===== src/rtl/aes_pkg.sv =====
// Shared AES-128 definitions: round count, Rcon table, S-box and datapath types.
package aes_pkg;

   localparam int AES_ROUNDS = 10;

   typedef logic [127:0] state_t;
   typedef logic [31:0]  word_t;
   typedef logic [3:0]   round_t;

   localparam round_t LAST_ROUND = round_t'(AES_ROUNDS);

   localparam logic [7:0] RCON [1:AES_ROUNDS] = '{
      8'h01, 8'h02, 8'h04, 8'h08, 8'h10, 8'h20, 8'h40, 8'h80, 8'h1b, 8'h36
   };

   localparam logic [7:0] SBOX [256] = '{
      8'h63, 8'h7c, 8'h77, 8'h7b, 8'hf2, 8'h6b, 8'h6f, 8'hc5, 8'h30, 8'h01, 8'h67, 8'h2b, 8'hfe, 8'hd7, 8'hab, 8'h76,
      8'hca, 8'h82, 8'hc9, 8'h7d, 8'hfa, 8'h59, 8'h47, 8'hf0, 8'had, 8'hd4, 8'ha2, 8'haf, 8'h9c, 8'ha4, 8'h72, 8'hc0,
      8'hb7, 8'hfd, 8'h93, 8'h26, 8'h36, 8'h3f, 8'hf7, 8'hcc, 8'h34, 8'ha5, 8'he5, 8'hf1, 8'h71, 8'hd8, 8'h31, 8'h15,
      8'h04, 8'hc7, 8'h23, 8'hc3, 8'h18, 8'h96, 8'h05, 8'h9a, 8'h07, 8'h12, 8'h80, 8'he2, 8'heb, 8'h27, 8'hb2, 8'h75,
      8'h09, 8'h83, 8'h2c, 8'h1a, 8'h1b, 8'h6e, 8'h5a, 8'ha0, 8'h52, 8'h3b, 8'hd6, 8'hb3, 8'h29, 8'he3, 8'h2f, 8'h84,
      8'h53, 8'hd1, 8'h00, 8'hed, 8'h20, 8'hfc, 8'hb1, 8'h5b, 8'h6a, 8'hcb, 8'hbe, 8'h39, 8'h4a, 8'h4c, 8'h58, 8'hcf,
      8'hd0, 8'hef, 8'haa, 8'hfb, 8'h43, 8'h4d, 8'h33, 8'h85, 8'h45, 8'hf9, 8'h02, 8'h7f, 8'h50, 8'h3c, 8'h9f, 8'ha8,
      8'h51, 8'ha3, 8'h40, 8'h8f, 8'h92, 8'h9d, 8'h38, 8'hf5, 8'hbc, 8'hb6, 8'hda, 8'h21, 8'h10, 8'hff, 8'hf3, 8'hd2,
      8'hcd, 8'h0c, 8'h13, 8'hec, 8'h5f, 8'h97, 8'h44, 8'h17, 8'hc4, 8'ha7, 8'h7e, 8'h3d, 8'h64, 8'h5d, 8'h19, 8'h73,
      8'h60, 8'h81, 8'h4f, 8'hdc, 8'h22, 8'h2a, 8'h90, 8'h88, 8'h46, 8'hee, 8'hb8, 8'h14, 8'hde, 8'h5e, 8'h0b, 8'hdb,
      8'he0, 8'h32, 8'h3a, 8'h0a, 8'h49, 8'h06, 8'h24, 8'h5c, 8'hc2, 8'hd3, 8'hac, 8'h62, 8'h91, 8'h95, 8'he4, 8'h79,
      8'he7, 8'hc8, 8'h37, 8'h6d, 8'h8d, 8'hd5, 8'h4e, 8'ha9, 8'h6c, 8'h56, 8'hf4, 8'hea, 8'h65, 8'h7a, 8'hae, 8'h08,
      8'hba, 8'h78, 8'h25, 8'h2e, 8'h1c, 8'ha6, 8'hb4, 8'hc6, 8'he8, 8'hdd, 8'h74, 8'h1f, 8'h4b, 8'hbd, 8'h8b, 8'h8a,
      8'h70, 8'h3e, 8'hb5, 8'h66, 8'h48, 8'h03, 8'hf6, 8'h0e, 8'h61, 8'h35, 8'h57, 8'hb9, 8'h86, 8'hc1, 8'h1d, 8'h9e,
      8'he1, 8'hf8, 8'h98, 8'h11, 8'h69, 8'hd9, 8'h8e, 8'h94, 8'h9b, 8'h1e, 8'h87, 8'he9, 8'hce, 8'h55, 8'h28, 8'hdf,
      8'h8c, 8'ha1, 8'h89, 8'h0d, 8'hbf, 8'he6, 8'h42, 8'h68, 8'h41, 8'h99, 8'h2d, 8'h0f, 8'hb0, 8'h54, 8'hbb, 8'h16
   };

   function automatic logic [7:0] sbox(input logic [7:0] b);
      return SBOX[b];
   endfunction

   // Indices outside 1..10 only occur on paths whose result is discarded.
   function automatic logic [7:0] rcon(input round_t i);
      if (i >= 4'd1 && i <= LAST_ROUND) return RCON[i];
      return 8'h00;
   endfunction

endpackage


===== src/rtl/add_round_key_if.sv =====
// Data/control bundle between the mixColumns stage and the AddRoundKey stage.
interface add_round_key_if;
   import aes_pkg::*;

   logic   key_load;
   state_t key;
   logic   en;
   state_t state;
   state_t state_out;
   logic   done;
   round_t round;
   logic   last_round;

   modport master (
      output key_load, key, en, state,
      input  state_out, done, round, last_round
   );

   modport slave (
      input  key_load, key, en, state,
      output state_out, done, round, last_round
   );

endinterface


===== src/rtl/key_expand_step.sv =====
// One AES-128 key-schedule step: round key i-1 in, round key i out (purely combinational).
module key_expand_step
   import aes_pkg::*;
(
   input  state_t rk_i,
   input  round_t round_i,
   output state_t rk_o
);

   word_t w3;
   word_t rot;
   word_t t;
   word_t n0, n1, n2, n3;

   // NOTE: every variable is assigned on every pass, so no latches are inferred.
   always_comb begin
      w3  = rk_i[127:96];
      rot = {w3[7:0], w3[31:8]};
      for (int b = 0; b < 4; b++) begin
         t[8*b +: 8] = sbox(rot[8*b +: 8]);
      end
      t  = t ^ {24'h0, rcon(round_i)};
      n0 = rk_i[31:0]   ^ t;
      n1 = rk_i[63:32]  ^ n0;
      n2 = rk_i[95:64]  ^ n1;
      n3 = rk_i[127:96] ^ n2;
      rk_o = {n3, n2, n1, n0};
   end

endmodule


===== src/rtl/add_round_key.sv =====
// AddRoundKey stage with on-the-fly key schedule and round counter.
// Define AES_KEY_RELOAD_EN to keep a cipher-key copy and restart the schedule after round 10.
module add_round_key
   import aes_pkg::*;
(
   input logic           clk,
   input logic           rst,
   add_round_key_if.slave bus
);

   state_t rk_q, rk_d, rk_next;
   round_t rc_q, rc_d, rc_inc;
   state_t state_out_q, state_out_d;
   logic   done_q, done_d;
   round_t round_q, round_d;
   logic   last_round_q, last_round_d;
   logic   halted;
   logic   accept;

`ifdef AES_KEY_RELOAD_EN
   state_t ck_q, ck_d;
   assign halted = 1'b0;
`else
   logic halted_q, halted_d;
   assign halted = halted_q;
`endif

   assign rc_inc = rc_q + 4'd1;
   assign accept = bus.en && !bus.key_load && !halted;

   key_expand_step u_step (
      .rk_i    (rk_q),
      .round_i (rc_inc),
      .rk_o    (rk_next)
   );

   always_comb begin
      rk_d         = rk_q;
      rc_d         = rc_q;
      state_out_d  = state_out_q;
      done_d       = 1'b0;
      round_d      = round_q;
      last_round_d = 1'b0;
`ifdef AES_KEY_RELOAD_EN
      ck_d         = ck_q;
`else
      halted_d     = halted_q;
`endif
      // A key load wins over a simultaneous accept; that state is dropped.
      if (bus.key_load) begin
         rk_d = bus.key;
         rc_d = '0;
`ifdef AES_KEY_RELOAD_EN
         ck_d = bus.key;
`else
         halted_d = 1'b0;
`endif
      end else if (accept) begin
         state_out_d  = bus.state ^ rk_q;
         round_d      = rc_q;
         done_d       = 1'b1;
         last_round_d = (rc_q == LAST_ROUND);
         if (rc_q == LAST_ROUND) begin
`ifdef AES_KEY_RELOAD_EN
            rk_d = ck_q;
            rc_d = '0;
`else
            halted_d = 1'b1;
`endif
         end else begin
            rk_d = rk_next;
            rc_d = rc_inc;
         end
      end
   end

   // NOTE: sequential state uses non-blocking assignments so all flops update together.
   always_ff @(posedge clk or negedge rst) begin
      if (!rst) begin
         rk_q         <= '0;
         rc_q         <= '0;
         state_out_q  <= '0;
         done_q       <= 1'b0;
         round_q      <= '0;
         last_round_q <= 1'b0;
`ifdef AES_KEY_RELOAD_EN
         ck_q         <= '0;
`else
         halted_q     <= 1'b0;
`endif
      end else begin
         rk_q         <= rk_d;
         rc_q         <= rc_d;
         state_out_q  <= state_out_d;
         done_q       <= done_d;
         round_q      <= round_d;
         last_round_q <= last_round_d;
`ifdef AES_KEY_RELOAD_EN
         ck_q         <= ck_d;
`else
         halted_q     <= halted_d;
`endif
      end
   end

   assign bus.state_out  = state_out_q;
   assign bus.done       = done_q;
   assign bus.round      = round_q;
   assign bus.last_round = last_round_q;

endmodule


===== src/flat_wrapper.sv =====
// flat-port wrapper written by rule: the top's interface ports become plain ports
module add_round_key_flat import aes_pkg::*;
  (clk, rst, bus_key_load, bus_key, bus_en, bus_state, bus_state_out, bus_done, bus_round, bus_last_round);
  add_round_key_if bus_i ();
  input logic clk;
  input logic rst;
  input wire logic [$bits(bus_i.key_load)-1:0] bus_key_load;
  input wire logic [$bits(bus_i.key)-1:0] bus_key;
  input wire logic [$bits(bus_i.en)-1:0] bus_en;
  input wire logic [$bits(bus_i.state)-1:0] bus_state;
  output wire logic [$bits(bus_i.state_out)-1:0] bus_state_out;
  output wire logic [$bits(bus_i.done)-1:0] bus_done;
  output wire logic [$bits(bus_i.round)-1:0] bus_round;
  output wire logic [$bits(bus_i.last_round)-1:0] bus_last_round;
  assign bus_i.key_load = bus_key_load;
  assign bus_i.key = bus_key;
  assign bus_i.en = bus_en;
  assign bus_i.state = bus_state;
  assign bus_state_out = bus_i.state_out;
  assign bus_done = bus_i.done;
  assign bus_round = bus_i.round;
  assign bus_last_round = bus_i.last_round;
  add_round_key u_core (.clk(clk), .rst(rst), .bus(bus_i));
endmodule

===== config.mk =====
export PLATFORM = sky130hd
export DESIGN_NAME = add_round_key_flat
export DESIGN_NICKNAME = d
export VERILOG_FILES = /design/src/rtl/aes_pkg.sv /design/src/rtl/add_round_key_if.sv /design/src/rtl/key_expand_step.sv /design/src/rtl/add_round_key.sv /design/src/flat_wrapper.sv
export SDC_FILE = /design/constraint.sdc
export NUM_CORES = 1
export LEC_CHECK = 0
export ABC_CLOCK_PERIOD_IN_PS = 3600
export BUFFER_PORTS_ARGS = -buffer_cell sky130_fd_sc_hd__buf_2
export CORE_UTILIZATION = 36
export CTS_BUF_LIST = sky130_fd_sc_hd__clkbuf_8
export DETAILED_ROUTE_END_ITERATION = 8
export PLACE_DENSITY = 0.52
export SLEW_MARGIN = 10
export SYNTH_ARGS = -nofsm -noshare
export SYNTH_HDL_FRONTEND = slang
export SYNTH_SLANG_ARGS = --single-unit

===== constraint.sdc =====
create_clock -name clk -period 3.6 [get_ports clk]
set_input_delay 0.72 -clock clk [delete_from_list [all_inputs] [get_ports clk]]
set_output_delay 0.72 -clock clk [all_outputs]
set_load 0.05 [all_outputs]

### After elaboration in Yosys (flattened, before gate mapping)

Memories as Yosys holds them, arrays and structs flattened.
Cells that the tools add are included.

* register bits: 267
* ROM bits: 8320
* input bits: 260
* output and inout port bits: 134
* logic and storage cells: 70
* memories kept: 5

* $add $sub $neg: 1
* $lt $le $gt $ge: 7
* eq/ne operators: 2
* muxes and demuxes: 26
* bitwise gates (word level): 12
* reduce and logical (&&, ||, !) cells: 10

Memories
* (no name shown): depth 256, width 8, rd ports 1, clocked after memory_dff 0, wr ports 0, line aes_pkg.sv:36 `return SBOX[b];`
* (no name shown): depth 256, width 8, rd ports 1, clocked after memory_dff 0, wr ports 0, line aes_pkg.sv:36
* (no name shown): depth 256, width 8, rd ports 1, clocked after memory_dff 0, wr ports 0, line aes_pkg.sv:36
* (no name shown): depth 256, width 8, rd ports 1, clocked after memory_dff 0, wr ports 0, line aes_pkg.sv:36
* (no name shown): depth 16, width 8, rd ports 1, clocked after memory_dff 0, wr ports 0, line aes_pkg.sv:41 `if (i >= 4'd1 && i <= LAST_ROUND) return RCON[i];`

Operators by type and width (count)
* 128-bit 2-to-1 mux: 3
* 128-bit XOR: 1
* 32-bit XOR: 4
* 8-bit 2-to-1 mux: 12
* 9-bit >= comparator (second input constant): 4
* 8-bit inverter with 9-bit output: 4
* 32-bit by 8-bit XOR with 32-bit output: 1
* 4-bit 2-to-1 mux: 3
* 1-bit 2-to-1 mux: 8
* 2-bit AND reduction: 3
* 5-bit >= comparator (second input constant): 1
* 4-bit inverter with 5-bit output: 1
* 4-bit by 1-bit adder with 4-bit output (second input constant): 1
* 4-bit == test (second input constant): 1
* 4-bit by 1-bit >= comparator with 1-bit output (second input constant): 1
* 4-bit less-or-equal comparator (second input constant): 1
* 2-bit nonzero test: 2
* 1-bit logical AND: 3
* 1-bit zero test: 2
* 2-bit inequality test (second input constant): 1
* 1-bit inverter: 1

### Logic depth before layout (Yosys ltp)

Gate-level depths: netlist of run 1.

* word-level depth: 15
* depth in mapped cells: 15
* mapped depth without buffers: 11

### Modules after synthesis

From an unflattened synthesis of run 1, not the netlist that was laid out.

* cell total of the unflattened synthesis: 3298
* area total of the unflattened synthesis: 28803.9 µm²

By module, submodules not included
* key_expand_step: instances 1, cells an instance 2300, area an instance 16365.7 µm², seq. area each 0.0 µm²
* add_round_key: instances 1, cells an instance 998, area an instance 12438.2 µm², seq. area each 6681.4 µm²

### Least setup slack after synthesis of run 1

Ideal clock, no wire load.

* path type: flip-flop to flip-flop
* from: reg u_core.rk_q[113]
* to: reg u_core.rk_q[72]
* library setup time: 125 ps
* arrival time: 3657 ps
* required time: 3475 ps
* path slack: -182 ps
* stages on the path, launching flop included: 16
* buffers on the path: 4
* clock period less this slack: 3782 ps
* path through: dfrtp_1 -> clkbuf_1 -> buf_2 -> clkinv_1 -> ha_1 -> clkbuf_1 -> buf_2 -> inv_1 -> mux4_2 -> a32oi_1 -> o211ai_1 -> a31oi_4 -> xnor2_1 -> nand2_1 -> xnor2_1 -> mux2_2

* cells in the longest elaborated chain, start to end: 11

Ends and longest elaborated chain
* from (decl): line add_round_key.sv:11 `state_t rk_q, rk_d, rk_next;`
* from (signal assigned): line add_round_key.sv:92 `rk_q <= rk_d;`
* 8-bit inverter with 9-bit output (not written as such): line aes_pkg.sv:36
* memory read 256 x 8 bit
* 8-bit 2-to-1 mux (not written as such) (2 in a row): line aes_pkg.sv:36
* 32-bit by 8-bit XOR with 32-bit output: line key_expand_step.sv:22 `t = t ^ {24'h0, rcon(round_i)};`
* 32-bit XOR: line key_expand_step.sv:23 `n0 = rk_i[31:0] ^ t;`
* 32-bit XOR: line key_expand_step.sv:24 `n1 = rk_i[63:32] ^ n0;`
* 32-bit XOR: line key_expand_step.sv:25 `n2 = rk_i[95:64] ^ n1;`
* 128-bit 2-to-1 mux: line add_round_key.sv:63 `if (rc_q == LAST_ROUND) begin`
* 128-bit 2-to-1 mux: line add_round_key.sv:58 `end else if (accept) begin`
* 128-bit 2-to-1 mux: line add_round_key.sv:50 `if (bus.key_load) begin`

Every way passes these cells. The select of a mux whose other input is x is not followed.
A chain may end at the register's enable or synchronous reset.

### Worst setup path after layout of run 1

* from: reg u_core.rk_q[122]
* to: reg u_core.rk_q[84]

The elaborated chain is that of the path after synthesis.

==> results of run 1 <==
## worst max-delay path by stage
stage	endpoint	slack, ns	cells after the start
finish	u_core.rk_q[84]$_DFFE_PN0P_	0.06	12
global route	u_core.rk_q[98]$_DFFE_PN0P_	-0.03	12
CTS	u_core.rk_q[124]$_DFFE_PN0P_	0.03	11
detailed placement	u_core.rk_q[91]$_DFFE_PN0P_	-0.29	14
global placement	u_core.rk_q[91]$_DFFE_PN0P_	-0.31	14
floorplan	u_core.rk_q[72]$_DFFE_PN0P_	-0.01	15
## Yosys cell counts (48+ instances only)
library cell / instances / area (um^2)
a21oi_1: 156 / 780.8
nand3_1: 97 / 485.5
nor3_1: 90 / 450.4
a31oi_1: 58 / 362.9
mux4_2: 60 / 1351
xnor2_1: 280 / 2452
o21ai_0: 391 / 1957
nor2_1: 216 / 810.8
xor2_1: 67 / 586.8
ha_1: 66 / 825.8
nor2b_1: 85 / 531.8
a211oi_1: 49 / 367.9
nand2b_1: 86 / 538.0
dfrtp_1: 267 / 6681
nand2_1: 440 / 1652
buf_2: 120 / 600.6
a311oi_1: 48 / 420.4
clkbuf_1: 195 / 732.0
## repair_timing
item                                    in CTS  in global routing
hold buffers                                 1                  0
hold endpoints to repair                    10                  0
buffers inserted                             0                  3
resized for setup                           10                 41
endpoints found under the setup margin      15                 37
pin swaps                                    0                  4
cloned                                       0                  0
## cell families after synthesis
| logic type | after synthesis | share of synthesized area (%) |
|---|---|---|
| buf+inv | 429 | 6.834 |
| flops | 267 | 23.61 |
| xor+xnor | 360 | 11.78 |
| mux | 124 | 7.174 |
| fa+ha+maj | 66 | 2.918 |
| simple gates | 1223 | 20.79 |
| compound gates | 1137 | 26.90 |
## critical path: cells and delay by family (launching register included)
family          cells  cell delay, ns
compound gates      4            0.99
xor+xnor            1            0.23
buf+inv             3            0.70
flops               1            0.63
simple gates        4            0.85
## cell usage in the layout, fill, tap and decap left out, types with 27 or more instances in the layout
cell type | netlist | layout
or3_1 | 35 | 35
o31ai_1 | 27 | 27
mux2i_1 | 33 | 32
mux4_2 | 60 | 60
buf_2 | 120 | 391
nor2_1 | 216 | 214
o311ai_0 | 38 | 35
buf_4 | 28 | 447
buf_12 | 0 | 39
a211oi_1 | 49 | 48
inv_1 | 45 | 60
a311oi_1 | 48 | 47
and2_1 | 32 | 31
nand2_1 | 440 | 439
ha_1 | 66 | 54
mux2_2 | 31 | 31
nor2b_1 | 85 | 80
nand2b_1 | 86 | 84
a31oi_1 | 58 | 57
clkbuf_8 | 0 | 63
xnor2_1 | 280 | 277
nand3_1 | 97 | 97
dfrtp_1 | 267 | 251
o21ai_0 | 391 | 388
xor2_1 | 67 | 67
nor3_1 | 90 | 88
o211ai_1 | 42 | 42
a21oi_1 | 156 | 155
## per-stage QoR
step	setup WS, ns	utilization (%)	setup TNS, ns	cell area [um^2]	cells
2_1_floorplan	-0.01030	-	-0.01030	28310	3606
3_3_place_gp	-0.3085	43.88	-1.256	34050	5151
3_5_place_dp	-0.2868	43.88	-1.294	34050	5151
4_1_cts	0.02999	45.30	0	35150	5245
5_1_grt	-0.03069	45.52	-0.1276	35320	5252
6_report	0.05806	45.52	0	35320	5253
## routing by layer
metal / up-vias / wire length (um) / global-route usage [%]
li1: 14300 / - / -
met5: - / 90 / 0
met3: 421 / 12900 / 6.401
met4: 16 / 8025 / 16.78
met1: 15190 / 58610 / 45.89
met2: 1906 / 62870 / 54.32
## layout make-up
class                   instances  share of cell area, %
clock buffers                  62                  2.416
well taps                    1040                  3.684
diodes                          5                0.03542
multi-input cells            2910                  56.28
repair buffers                880                  17.36
clock inverters                31                 0.5880
flip-flops and latches        267                  19.01
inverters                      58                 0.6270
## registers in the layout, summed over array words and instances, names as in the netlist
register / cells
u_core.halted: 1
u_core.rk_q: 128
u_core.bus.done: 1
u_core.rc_q: 4
u_core.bus.last_round: 1
u_core.bus.state_out: 128
u_core.bus.round: 4
==> results.toml, run 1 <==
[min_path]
hp-class = "input port to flop"
holdPathEnd = "u_core.rk_q[17]$_DFFE_PN0P_"
hold_depth = 3
hp-start = "bus_key[17]"

[detailed_routing]
drc = 0
drt_iter0_drc = 3936
first_pass_iters = 6
routed_wl_mm = 142.5
ant_nets = 0
post_drt_wl_per_cell_um = 27.13
vias = 31830
via_per_inst = 6.059

[critical_path]
cp_cell_sequence = "buf_4 > nand2b_1 > buf_4 > nand3_1 > a21oi_1 > o21ai_0 > and3_1 > o41ai_1 > buf_12 > xnor2_1 > a21oi_1 > nand3b_1"
critPathArrivalTime_ns = 4.09
cp-end-kind = "flop"
crit_type = "flop to flop"
rr_worst_depth = 12
rrSetupSlack_ns = 0.06
cp_slowest_stage_delay_ns = 0.63
startpoint = "u_core.rk_q[122]$_DFFE_PN0P_"
reg2reg_from = "u_core.rk_q[122]$_DFFE_PN0P_"
crit_fanout = 15
cp_data_required_time_ns = 4.14
crit_path_start_kind = "flop"
critPathSlowestCell = "dfrtp_2"
reg2reg_to = "u_core.rk_q[84]$_DFFE_PN0P_"

[timing]
slew_violations = 0
period_share_pct = 98.39
slew_headroom_pct = 51.04
max_freq_ghz = 0.2823
finalSetupViolations = 0
period_minus_slack_ns = 3.542
hold_slack_ns = 0.2234
clock-skew-final_ns = 0.04483
rsz0062_at_grt = "yes"
hold_violations = 0
tightest_slew_ns = 0.7291

[floorplan]
ios = 394
start_util_pct = 36.48
die_x_um = 282.4
core_um2 = 77590
die_h_um = 282.4
row_count = 102
dieArea_um2 = 79750

[synth]
async_reset_ff_share_pct = 100.0
synth-seq-cells = 267
synth_cell_types = 101
syn_nets = 3932
syn-cell-area_um2 = 28300
ys_seq_area_share_pct = 23.61
synth_cells = 3606
synth_ff_type = "dfrtp_1"
syn_avg_cell_area_um2 = 7.849
ys_warn_count = 0
synth-edff-count = 0

[cells_and_area]
area_delta_synth_final_pct = 24.79
drive_above_1_share_pct = 27.76
multi_input_area_um2 = 19880
fillers = 8032
regArea_um2 = 6714
final_nets = 4496

[clock_tree]
cts_buffer_depth = 3
clk_latency_ns = 0.70
cts_made_buffers = 53
clk_pin_slew_ns = 0.07
cts_tree = "yes"
h-tree-depth = 2
cts-root-buf = "clkbuf_8"
cts_num_sinks = 267

[global_routing]
grt_pass1_wl_mm = 206.5
track_usage_pct = 34.72
grt_overflow = 0
grt_pass1_vias = 30120
antenna_found_initial = 14
grt_max_degree = 104

[placed_design]
portBuffers = 393
dp.final_hpwl_mm = 108.7
gp_congestion = 1.052

[status]
status = "complete, no violations"

[job]
drv_cap = 0
Power of run 1 is not shown: default switching activity piles up to over one toggle a cycle in this logic, so the estimate is an artifact.
==> run 2, diff against run 1 <==
--- a/config.mk
+++ b/config.mk
@@ -11,6 +11,7 @@
 export CTS_BUF_LIST = sky130_fd_sc_hd__clkbuf_8
 export DETAILED_ROUTE_END_ITERATION = 8
 export PLACE_DENSITY = 0.52
+export RECOVER_POWER = 25
 export SLEW_MARGIN = 10
 export SYNTH_ARGS = -nofsm -noshare
 export SYNTH_HDL_FRONTEND = slang
==> run 2 against run 1 <==
Effect of this change: the flow now finishes with violations (capacitance limit, slew limit); worst hold slack better by 0.0057 ns; setup slack worse by 0.0053 ns; sequential share of layout area hardly changed; register-to-register slack hardly changed; sequential cell count stayed put; global-route usage stayed put; first-iteration DRC count is 2.3% lower; wire length hardly changed; critical path depth stayed put.
==> results.toml, run 2 (same netlist as run 1, synthesis figures left out) <==
[status]
status = "finished, violations left"
failed_checks = "capacitance limit, slew limit"

[floorplan]
start_util_pct = 36.48
dieArea_um2 = 79750
core_um2 = 77590
die_x_um = 282.4
ios = 394
row_count = 102
die_h_um = 282.4

[detailed_routing]
ant_nets = 0
via_per_inst = 6.064
vias = 31850
first_pass_iters = 7
post_drt_wl_per_cell_um = 27.14
drc = 0
drt_iter0_drc = 3846
routed_wl_mm = 142.5

[timing]
slew_violations = 107
rsz0062_at_grt = "yes"
period_share_pct = 98.54
period_minus_slack_ns = 3.547
tightest_slew_ns = 2.022
slew_headroom_pct = -34.83
finalSetupViolations = 0
hold_violations = 0
finalSetupTns_ns = 0
max_freq_ghz = 0.2819
clock-skew-final_ns = 0.04452

[clock_tree]
cts-root-buf = "clkbuf_8"
clk_latency_ns = 0.69
h-tree-depth = 2
cts_tree = "yes"
cts_num_sinks = 267
cts_made_buffers = 53
cts_buffer_depth = 3
clk_pin_slew_ns = 0.07

[min_path]
holdPathEnd = "u_core.rk_q[17]$_DFFE_PN0P_"
hp-class = "input port to flop"
hold_depth = 3
hp-start = "bus_key[17]"

[critical_path]
rrSetupSlack_ns = 0.05
cp-end-kind = "flop"
crit_type = "flop to flop"
crit_path_start_kind = "flop"
critPathArrivalTime_ns = 4.09
crit_fanout = 15
startpoint = "u_core.rk_q[122]$_DFFE_PN0P_"
reg2reg_from = "u_core.rk_q[122]$_DFFE_PN0P_"
reg2reg_to = "u_core.rk_q[84]$_DFFE_PN0P_"
cp_data_required_time_ns = 4.14
rr_worst_depth = 12

[cells_and_area]
final_nets = 4496
final_common_cell = "buf_4"
area_delta_synth_final_pct = 24.65
drive_above_1_share_pct = 27.61
design_area_um2 = 35280
final_cell_mix = "buf_4, nand2_1, buf_2, o21ai_0, xnor2_1"

[global_routing]
grt_pass1_wl_mm = 206.5
antenna_found_initial = 14
grt_max_degree = 104
track_usage_pct = 34.72
grt_overflow = 0
grt_pass1_vias = 30120

[placed_design]
gp_congestion = 1.052
dpl-instance-area_um2 = 34050
dp.final_hpwl_mm = 108.7
portBuffers = 393

[job]
drv_cap = 2
## run 2: cell count changes in the layout (fill, tap and decap cells not counted), sizes merged
cell	previous run	this run
buf	878	872
clkbuf	63	69
diode	5	4
## run 2: worst max path at each step
stage                                    to
2_1_floorplan   u_core.rk_q[72]$_DFFE_PN0P_
3_3_place_gp    u_core.rk_q[91]$_DFFE_PN0P_
3_5_place_dp    u_core.rk_q[91]$_DFFE_PN0P_
4_1_cts        u_core.rk_q[124]$_DFFE_PN0P_
5_1_grt         u_core.rk_q[98]$_DFFE_PN0P_
6_report        u_core.rk_q[84]$_DFFE_PN0P_
## run 2: final cells by class
class	instances	area, um^2
Sequential cell	267	6714
Antenna cell	4	10.01
Clock inverter	31	207.7
Timing Repair Buffer	880	6103
Fill cell	8040	42310
Multi-Input combinational cell	2910	19870
Clock buffer	62	853.3
Inverter	58	221.5
Tap cell	1040	1301
## run 2: layer usage
metal	wire length, um	share of wire [%]	track usage (%)	vias up
li1	-	-	-	14280
met1	58700	41	45.89	15240
met2	63210	44	54.32	1900
met3	12550	8.8	6.401	419
met4	7987	5.6	16.78	16
met5	90	0.063	0	-
## run 2: worst max-delay path, cell delays in order (launching register included)
cell and delay, ns:
dfrtp_2 0.63, buf_4 0.27, nand2b_1 0.33, buf_4 0.22, nand3_1 0.10, a21oi_1 0.18
o21ai_0 0.20, and3_1 0.23, o41ai_1 0.48, buf_12 0.21, xnor2_1 0.23, a21oi_1 0.14
nand3b_1 0.18
## run 2: what timing repair did
action | in CTS | in global routing
hold endpoints to repair | 10 | 0
hold buffers | 1 | 0
setup endpoints to repair | 15 | 37
resized for setup | 10 | 41
pin swaps | 0 | 4
setup buffers | 0 | 3
## run 2: metrics by stage
stage               hold WS [ns]  util, %  instances  worst slack (ns)
global route              0.2060    45.47       5252          -0.03069
global placement          0.4556    43.88       5151           -0.3085
finish                    0.2291    45.47       5252           0.05273
detailed placement        0.4645    43.88       5151           -0.2868
floorplan                 0.4244        -       3606          -0.01030
CTS                       0.1677    45.30       5245           0.02999
Power of run 2 is left out for the same reason.
